### config.mk
export PLATFORM = sky130hd
export DESIGN_NAME = reindeer_wb_timer_responder
export DESIGN_NICKNAME = d
export VERILOG_FILES = /design/src/rtl/reindeer_wb_timer_responder.sv
export SDC_FILE = /design/constraint.sdc
export NUM_CORES = 1
export LEC_CHECK = 0
export ABC_AREA = 1
export CAP_MARGIN = 20
export CORE_ASPECT_RATIO = 1.25
export CORE_MARGIN = 3
export CORE_UTILIZATION = 36
export DETAILED_ROUTE_END_ITERATION = 16
export PLACE_DENSITY_LB_ADDON = 0.25
export SYNTH_ARGS = -nofsm -noshare
export SYNTH_HDL_FRONTEND = slang
export SYNTH_SLANG_ARGS = --single-unit
### constraint.sdc
create_clock -name clk -period 4.41 [get_ports clk]
set_input_delay 0.882 -clock clk [delete_from_list [all_inputs] [get_ports clk]]
set_output_delay 0.882 -clock clk [all_outputs]
set_load 0.02 [all_outputs]
### src/rtl/reindeer_wb_timer_responder.sv
// Wishbone MM-register responder with an 8-word window hosting a prescaled
// 32-bit down-counting interval timer, sticky expiry flag and level interrupt.
module reindeer_wb_timer_responder #(
  parameter int unsigned          ADDR_BITS = 8,
  parameter logic [ADDR_BITS-1:0] BASE_ADDR = 8'h10,
  parameter int unsigned          READ_WAIT = 1,
  parameter logic [31:0]          ID_VALUE  = 32'h5254_494D
) (
  input  logic                 clk,
  input  logic                 reset_n,
  input  logic                 WB_RD_CYC_I,
  input  logic                 WB_RD_STB_I,
  input  logic [ADDR_BITS-1:0] WB_RD_ADR_I,
  output logic [31:0]          WB_RD_DAT_O,
  output logic                 WB_RD_ACK_O,
  input  logic                 WB_WR_CYC_I,
  input  logic                 WB_WR_STB_I,
  input  logic                 WB_WR_WE_I,
  input  logic [3:0]           WB_WR_SEL_I,
  input  logic [ADDR_BITS-1:0] WB_WR_ADR_I,
  input  logic [31:0]          WB_WR_DAT_I,
  output logic                 WB_WR_ACK_O,
  output logic                 irq_o
);

  typedef enum logic [1:0] {RD_IDLE, RD_WAIT, RD_ACK} rd_state_e;

  localparam logic [2:0] WAIT_INIT = 3'((READ_WAIT == 0) ? 0 : READ_WAIT - 1);

  localparam logic [2:0] OFF_CTRL   = 3'd0;
  localparam logic [2:0] OFF_STATUS = 3'd1;
  localparam logic [2:0] OFF_LOAD   = 3'd2;
  localparam logic [2:0] OFF_COUNT  = 3'd3;
  localparam logic [2:0] OFF_PRESC  = 3'd4;
  localparam logic [2:0] OFF_ID     = 3'd5;

  function automatic logic [31:0] byte_merge(input logic [31:0] old_v,
                                             input logic [31:0] new_v,
                                             input logic [3:0]  sel);
    logic [31:0] r;
    r = old_v;
    for (int b = 0; b < 4; b++)
      if (sel[b]) r[8*b +: 8] = new_v[8*b +: 8];
    return r;
  endfunction

  // Register state
  logic [2:0]  ctrl_q, ctrl_d;         // [0] enable, [1] auto_reload, [2] irq_en
  logic        expired_q, expired_d;
  logic [31:0] load_q, load_d;
  logic [31:0] count_q, count_d;
  logic [15:0] presc_q, presc_d;
  logic [15:0] pcnt_q, pcnt_d;
  logic        irq_q;
  logic        wr_ack_q;

  // Read FSM state
  rd_state_e   rd_state_q;
  logic [2:0]  rd_off_q;
  logic [2:0]  rd_wcnt_q;
  logic [31:0] rd_dat_q;
  logic        rd_ack_q;

  // Address decode: window is 8-aligned, so only the upper bits matter
  logic rd_hit, wr_acc;
  logic [2:0] wr_off;

  assign rd_hit = WB_RD_CYC_I & WB_RD_STB_I &
                  (WB_RD_ADR_I[ADDR_BITS-1:3] == BASE_ADDR[ADDR_BITS-1:3]);
  assign wr_acc = WB_WR_CYC_I & WB_WR_STB_I & WB_WR_WE_I &
                  (WB_WR_ADR_I[ADDR_BITS-1:3] == BASE_ADDR[ADDR_BITS-1:3]);
  assign wr_off = WB_WR_ADR_I[2:0];

  logic wr_ctrl, wr_status, wr_load, wr_count, wr_presc;
  assign wr_ctrl   = wr_acc & (wr_off == OFF_CTRL);
  assign wr_status = wr_acc & (wr_off == OFF_STATUS);
  assign wr_load   = wr_acc & (wr_off == OFF_LOAD);
  assign wr_count  = wr_acc & (wr_off == OFF_COUNT);
  assign wr_presc  = wr_acc & (wr_off == OFF_PRESC);

  logic tick, expire, w1c;
  assign tick   = ctrl_q[0] & (pcnt_q == presc_q);
  assign expire = tick & (count_q == 32'd0);
  assign w1c    = wr_status & WB_WR_SEL_I[0] & WB_WR_DAT_I[0];

  // Timer next state; bus writes override the tick for the written register,
  // but an expiry always sets the sticky flag, even against a W1C.
  always_comb begin
    ctrl_d    = ctrl_q;
    expired_d = expired_q;
    load_d    = load_q;
    count_d   = count_q;
    presc_d   = presc_q;
    pcnt_d    = pcnt_q;

    if (wr_presc || !ctrl_q[0] || tick) pcnt_d = 16'd0;
    else                                pcnt_d = pcnt_q + 16'd1;

    if (tick) begin
      if (count_q != 32'd0) count_d = count_q - 32'd1;
      else if (ctrl_q[1])   count_d = load_q;
      else                  ctrl_d[0] = 1'b0;
    end

    if (w1c)    expired_d = 1'b0;
    if (expire) expired_d = 1'b1;

    if (wr_ctrl && WB_WR_SEL_I[0]) ctrl_d = WB_WR_DAT_I[2:0];
    if (wr_load) begin
      load_d  = byte_merge(load_q, WB_WR_DAT_I, WB_WR_SEL_I);
      count_d = load_d;
    end
    if (wr_count) count_d = byte_merge(count_q, WB_WR_DAT_I, WB_WR_SEL_I);
    if (wr_presc) begin
      if (WB_WR_SEL_I[0]) presc_d[7:0]  = WB_WR_DAT_I[7:0];
      if (WB_WR_SEL_I[1]) presc_d[15:8] = WB_WR_DAT_I[15:8];
    end
  end

  always_ff @(posedge clk or negedge reset_n) begin
    if (!reset_n) begin
      ctrl_q    <= '0;
      expired_q <= 1'b0;
      load_q    <= '0;
      count_q   <= '0;
      presc_q   <= '0;
      pcnt_q    <= '0;
      irq_q     <= 1'b0;
      wr_ack_q  <= 1'b0;
    end else begin
      ctrl_q    <= ctrl_d;
      expired_q <= expired_d;
      load_q    <= load_d;
      count_q   <= count_d;
      presc_q   <= presc_d;
      pcnt_q    <= pcnt_d;
      irq_q     <= expired_q & ctrl_q[2];
      wr_ack_q  <= wr_acc;
    end
  end

  // Read mux: in IDLE with READ_WAIT=0 the live address selects directly
  logic [2:0]  rd_sel;
  logic [31:0] rd_mux;

  assign rd_sel = (rd_state_q == RD_IDLE) ? WB_RD_ADR_I[2:0] : rd_off_q;

  always_comb begin
    rd_mux = 32'd0;
    case (rd_sel)
      OFF_CTRL:   rd_mux = {29'd0, ctrl_q};
      OFF_STATUS: rd_mux = {30'd0, ctrl_q[0], expired_q};
      OFF_LOAD:   rd_mux = load_q;
      OFF_COUNT:  rd_mux = count_q;
      OFF_PRESC:  rd_mux = {16'd0, presc_q};
      OFF_ID:     rd_mux = ID_VALUE;
      default:    rd_mux = 32'd0;
    endcase
  end

  // Read FSM; data register only updates on ack so the host can pick it up late
  always_ff @(posedge clk or negedge reset_n) begin
    if (!reset_n) begin
      rd_state_q <= RD_IDLE;
      rd_off_q   <= '0;
      rd_wcnt_q  <= '0;
      rd_dat_q   <= '0;
      rd_ack_q   <= 1'b0;
    end else begin
      rd_ack_q <= 1'b0;
      case (rd_state_q)
        RD_IDLE: begin
          if (rd_hit) begin
            rd_off_q <= WB_RD_ADR_I[2:0];
            if (READ_WAIT == 0) begin
              rd_state_q <= RD_ACK;
              rd_ack_q   <= 1'b1;
              rd_dat_q   <= rd_mux;
            end else begin
              rd_state_q <= RD_WAIT;
              rd_wcnt_q  <= WAIT_INIT;
            end
          end
        end
        RD_WAIT: begin
          if (rd_wcnt_q == 3'd0) begin
            rd_state_q <= RD_ACK;
            rd_ack_q   <= 1'b1;
            rd_dat_q   <= rd_mux;
          end else begin
            rd_wcnt_q <= rd_wcnt_q - 3'd1;
          end
        end
        RD_ACK:  rd_state_q <= RD_IDLE;
        default: rd_state_q <= RD_IDLE;
      endcase
    end
  end

  assign WB_RD_DAT_O = rd_dat_q;
  assign WB_RD_ACK_O = rd_ack_q;
  assign WB_WR_ACK_O = wr_ack_q;
  assign irq_o       = irq_q;

endmodule

* After elaboration in Yosys (flattened, before gate mapping)
Cells that the tools add are included.
Cells by class: add/subtract/negate cells 3, equal/unequal tests 22, muxes and demuxes 30, bitwise logic cells 15, reduce and logical (&&, ||, !) cells 26
Operators by type and width (number):
- 32-bit case mux with 6 select lines | 1
- 32-bit two-way mux | 5
- 8-bit two-way mux | 8
- 32-bit zero test | 1
- 32-bit nonzero test | 1
- 32-bit by 1-bit subtractor with 32-bit output, second input constant | 1
- 3-bit AND reduction | 6
- 16-bit by 1-bit adder with 16-bit output, second input constant | 1
- 16-bit equality test | 1
- 16-bit two-way mux | 1
- 1-bit AND | 15
- 2-bit inequality test, second input constant | 7
- 3-bit by 2-bit equality test with 1-bit output, second input constant | 4
- 5-bit by 2-bit equality test with 1-bit output, second input constant | 2
- 2-bit AND reduction | 5
- 3-bit equality test, second input constant | 3
- 3-bit zero test | 3
- 3-bit two-way mux | 3
- 1-bit two-way mux | 8
- 3-bit by 1-bit equality test with 1-bit output, second input constant | 2
- 3-bit case mux with 2 select lines | 1
- 2-bit nonzero test | 3
- 2-bit two-way mux | 2
- 2-bit by 1-bit inequality test with 1-bit output, second input constant | 2
- 9 further kinds | 10
Storage, ports and cells: bits in registers 143, input bits 59, word-level logic and storage cells 114

* Longest topological paths before layout
word-level depth 8, depth in mapped cells 14

* Least setup slack after synthesis
OpenSTA, ideal clock, no wires.
path type in2reg, start point input WB_WR_ADR_I[6], end point register count_q[5], library setup time 0.118 ns, data arrival time 2.070 ns, data required time 4.292 ns, setup slack 2.223 ns, stages on the path 13, cells stage by stage inv_1 nand2_1 nor3_2 nand2_1 inv_2 nand2_1 inv_2 nor2_1 nand2_2 nand3_4 buf_8 nand2_1 o21ai_2
Between the ends: longest elaborated chain between the ends 5, elaborated cells between the ends (all ways) 10
RTL lines:
- from (decl) | RTL line 20 | input logic [ADDR_BITS-1:0] WB_WR_ADR_I,
- 5-bit by 2-bit equality test with 1-bit output * | RTL line 71 | (WB_WR_ADR_I[ADDR_BITS-1:3] == BASE_ADDR[ADDR_BITS-1:3]);
- 1-bit AND * | RTL line 70 | assign wr_acc = WB_WR_CYC_I & WB_WR_STB_I & WB_WR_WE_I &
- named net wr_acc | RTL line 65 | logic rd_hit, wr_acc;
- 1-bit AND, on equally long branches | RTL line 77, 78
- 4-bit nonzero test (no source line), or another cell as far along
- 3-bit AND reduction (no source line) / 32-bit two-way mux (equally long branches)
- to (signal assigned) | RTL line 134 | count_q <= count_d;
- to (decl) | RTL line 51 | logic [31:0] count_q, count_d;
Mark *: on every way through the listed nets, which the timed path passes. The rest lies on a longest branch. A chain may end at the register's enable or synchronous reset.

* Final worst setup path
start point register count_q[0], end point register count_q[28]
Between the ends: longest elaborated chain between the ends 5, elaborated cells between the ends (all ways) 8
RTL lines:
- 32-bit by 1-bit subtractor with 32-bit output / 32-bit nonzero test (equally long branches) | RTL line 100 | if (count_q != 32'd0) count_d = count_q - 32'd1;
- 32-bit two-way mux | RTL line 100
- 32-bit two-way mux | RTL line 99 | if (tick) begin
- 32-bit two-way mux | RTL line 109 | if (wr_load) begin
- 32-bit two-way mux | RTL line 113 | if (wr_count) count_d = byte_merge(count_q, WB_WR_DAT_I, WB_WR_SEL_I);
Several ways; a longest one is shown, not always the timed one. The select of a mux whose other input is x is not followed.

==> results.md <==
- Final Setup Violations: 0
- Post-detailed-routing wire length: 29800 um
- Cells resized by post-CTS repair: 0
- Fraction of synthesized cell area taken by the top area cell type: 0.395
- Area of the core region: 24700 um^2
- Die width: 148 um
- Number of antenna repair diodes: 0
- Worst-case hold slack: 388 ps
- Total Neg Setup Slack: 0 ps
- Lkg Pwr: 5.44 nW
- Leading register cell type out of synthesis: sky130_fd_sc_hd__dfrtp_1
- Switching power: 0.00355 W
- Number of synthesized register bits: 143
- Via count of the first global-routing pass: 8853
- Kind of critical path: reg -> reg
- Synthesis-to-layout area growth: 20.2%
- Syn_nets: 1431
- Internal power component: 0.00344 W
- Later-pin clock latency in the skew report: 440 ps
- Global-route wire length before repair: 47300 um
- CP Max Fanout: 16
- Routed Antenna Nets: 0
- Maximum buffer depth of the clock tree: 2
- Most common cell in the netlist: sky130_fd_sc_hd__nand2_1
- Detailed-route vias per instance: 5.13
- Drc violations: 0
- Routability Congestion: 0.929
- Worst-path cell chain: inv_1 -> ha_1 -> nand3_1 -> nor2_1 -> nand2_1 -> inv_1 -> nand2_1 -> nand2_1 -> nand2_1 -> nand2_1 -> nand2_1 -> nand3_1 -> nand2_1
- Endpoints failing hold: 0
- Iter 0 DRT Violations: 630
- Number of warnings reported in the yosys synthesis log: 0
- Die Y: 183 um
- Root buffer cell: sky130_fd_sc_hd__clkbuf_16
- Switching part of the total power: 0.508
- Unrepaired setup endpoints after global routing: no
- Number of violations of the max-capacitance limit: 0
- Average cell area after synthesis: 6.63 um^2
- Logic gate share of total power: 0.569
- Capture point of the worst reg-to-reg path: count_q[28]$_DFFE_PN0P_
- Portion of the post-synthesis area used by sequential elements: 0.395
- Ratio of cells with drive above 1 in the final layout: 0.0561
- Global route overflow: 0
- Postcts setup bufs: 0
- Worst path top cell family by delay: simple AND/OR/NAND/NOR gates
- FP Rows: 64
- End of the critical path: count_q[28]$_DFFE_PN0P_
- Routed wirelength normalized by instance count: 16.6 um
- Count of buffering cells on the critical path with inverters included: 2
- Slew headroom: 0.284
- Worst endpoint data arrival time: 3190 ps
- Highest attainable clock frequency: 0.349 GHz
- Critical path data required time: 4730 ps
- Depth of the critical timing path with buffers and inverters included: 13
- Clock slew at the register clock pins of the worst setup and hold paths: 70 ps
- Period Utilization, post-route: 0.650
- Worst setup EP type: flip-flop
- Share of async-settable or async-resettable flops after synthesis: 1.00
- Clock buffer count from CTS: 17
- Clock network fraction of total power: 0.210
- Starting density of the core: 0.368
- Pin count of the biggest net entering global routing: 95
- Least-Margin Pin Slew: 1070 ps
- CP dominant cell by count: sky130_fd_sc_hd__nand2_1
- Kind of start point of the critical path: flip-flop
- Post-route core utilization: 0.442
- Clock tree from TritonCTS: yes
- Top cell type by total area after synthesis: sky130_fd_sc_hd__dfrtp_1
- Outcome: complete, no violations
- Number of buffer cells added on primary ports: 93
- Worst-case reg-to-reg path depth: 13
- Ports: 94
- Quantity of hold-fixing buffers added after cts: 0
- Startpoint of the worst-slack reg-to-reg timing path: count_q[0]$_DFFE_PN0P_
- List of most frequent post-synthesis cells: sky130_fd_sc_hd__nand2_1 (527), sky130_fd_sc_hd__inv_1 (146), sky130_fd_sc_hd__dfrtp_1 (143)
- Power share of the sequential group: 0.221
- Via total after detailed routing: 9188
- Number of slew-limit violations in the final report: 0
- TritonCTS Sinks: 143
- H-tree depth: 4
- Clock skew: 10.9 ps
- Initial antenna violation count: 0
- Max VDD drop: 431 uV
- Start point of the critical path: count_q[0]$_DFFE_PN0P_
- Critical-path cell with the highest stage delay: sky130_fd_sc_hd__nand2_1
- Path class of the lowest-slack min-delay path: in -> async
- Number of synthesized flops with an enable pin: 0
- Full die area: 27100 um^2
- Slowest stage delay, CP: 790 ps
- Synth Cell Area: 9070 um^2
- Count of mapped cells out of synthesis: 1367
- Post-synthesis cell type count: 39
- Slack of the worst reg-to-reg path: 1540 ps
- Nets@finish: 1513
- All-layer global routing usage: 0.222
- Post-DP HPWL: 22100 um
- Tmin final: 2870 ps
- Largest cells by area after synthesis: sky130_fd_sc_hd__dfrtp_1 (39%), sky130_fd_sc_hd__nand2_1 (22%), sky130_fd_sc_hd__inv_1 (6.0%)
- Power density of the placed cells: 641 nW/um^2
- 1st-pass router iterations: 6
per-stage QoR:
stage | area [um^2] | total power, W | worst slack, ps | cells
6_report | 10900 | 0.00699 | 1540 | 1792
2_1_floorplan | 9070 | 0.00437 | 2220 | 1367
3_3_place_gp | 10300 | 0.00545 | 1220 | 1760
5_1_grt | 10900 | 0.00765 | 1330 | 1792
3_5_place_dp | 10300 | 0.00548 | 1140 | 1760
4_1_cts | 10900 | 0.00697 | 1580 | 1792
routing by layer:
| layer | up-vias | track usage | wire length, um |
|---|---|---|---|
| met3 | 43 | 0.0343 | 1650 |
| met2 | 308 | 0.393 | 15100 |
| met4 | 0 | 0.0806 | 876 |
| met5 | - | 0 | 0 |
| li1 | 4535 | - | - |
| met1 | 4302 | 0.275 | 12100 |
cell families after synthesis:
| logic type | Yosys count | synth area share |
|---|---|---|
| flip-flops | 143 | 0.395 |
| XOR/XNOR | 9 | 0.00869 |
| buffers and inverters | 191 | 0.0828 |
| AND/OR/NAND/NOR | 796 | 0.366 |
| AO/OA/AOI/OAI | 213 | 0.129 |
| multiplexers | 10 | 0.0124 |
| adder cells (fa/ha/maj) | 5 | 0.00690 |
worst min-delay path by stage:
stage / start / endpoint / slack [ps] / cells past startpoint
after floorplan: expired_q$_DFFE_PN0P_ / irq_o$_DFF_PN0_ / 450 / 2
after global placement: WB_RD_DAT_O[24]$_DFFE_PN0P_ / WB_RD_DAT_O[24]$_DFFE_PN0P_ / 460 / 2
after detailed placement: WB_RD_DAT_O[18]$_DFFE_PN0P_ / WB_RD_DAT_O[18]$_DFFE_PN0P_ / 470 / 2
after CTS: reset_n / presc_q[13]$_DFFE_PN0P_ / 410 / 1
after global routing: reset_n / presc_q[12]$_DFFE_PN0P_ / 420 / 1
final: reset_n / presc_q[13]$_DFFE_PN0P_ / 390 / 1
power by group through the flow:
stage          Clock, W  Combinational, W  Sequential, W
4_1_cts         0.00150           0.00393        0.00154
2_1_floorplan         0           0.00285        0.00153
3_3_place_gp          0           0.00388        0.00157
6_report        0.00147           0.00398        0.00155
5_1_grt         0.00156           0.00454        0.00156
3_5_place_dp          0           0.00391        0.00157
flip-flops by register name, summed over array words and instances, names as in the netlist:
| register | cells |
|---|---|
| WB_RD_DAT_O | 32 |
| rd_wcnt_q | 3 |
| irq_o | 1 |
| presc_q | 16 |
| WB_WR_ACK_O | 1 |
| pcnt_q | 16 |
| rd_state_q | 2 |
| count_q | 32 |
| load_q | 32 |
| WB_RD_ACK_O | 1 |
| ctrl_q | 3 |
| expired_q | 1 |
| rd_off_q | 3 |
layout by cell type (no fill, tap or decap), types with 17 or more instances in the layout:
cell / synthesis / routed
sky130_fd_sc_hd__a21oi_1: 51 / 51
sky130_fd_sc_hd__clkbuf_16: 0 / 17
sky130_fd_sc_hd__clkdlybuf4s50_1: 0 / 92
sky130_fd_sc_hd__dfrtp_1: 143 / 143
sky130_fd_sc_hd__inv_1: 146 / 146
sky130_fd_sc_hd__nand2_1: 527 / 527
sky130_fd_sc_hd__nand3_1: 84 / 84
sky130_fd_sc_hd__nor2_1: 123 / 123
sky130_fd_sc_hd__o21ai_0: 108 / 108
sky130_fd_sc_hd__o22ai_1: 17 / 17
area by class of cell:
cell class,count,area [um^2]
multi-input cells,1033,4740
well taps,330,413
inverters,152,571
clock buffers,17,425
fillers,2661,13800
flip-flops and latches,143,3580
clock inverters,15,164
repair buffers,102,1010
No activity file was read; power rests on OpenSTA's default activity.
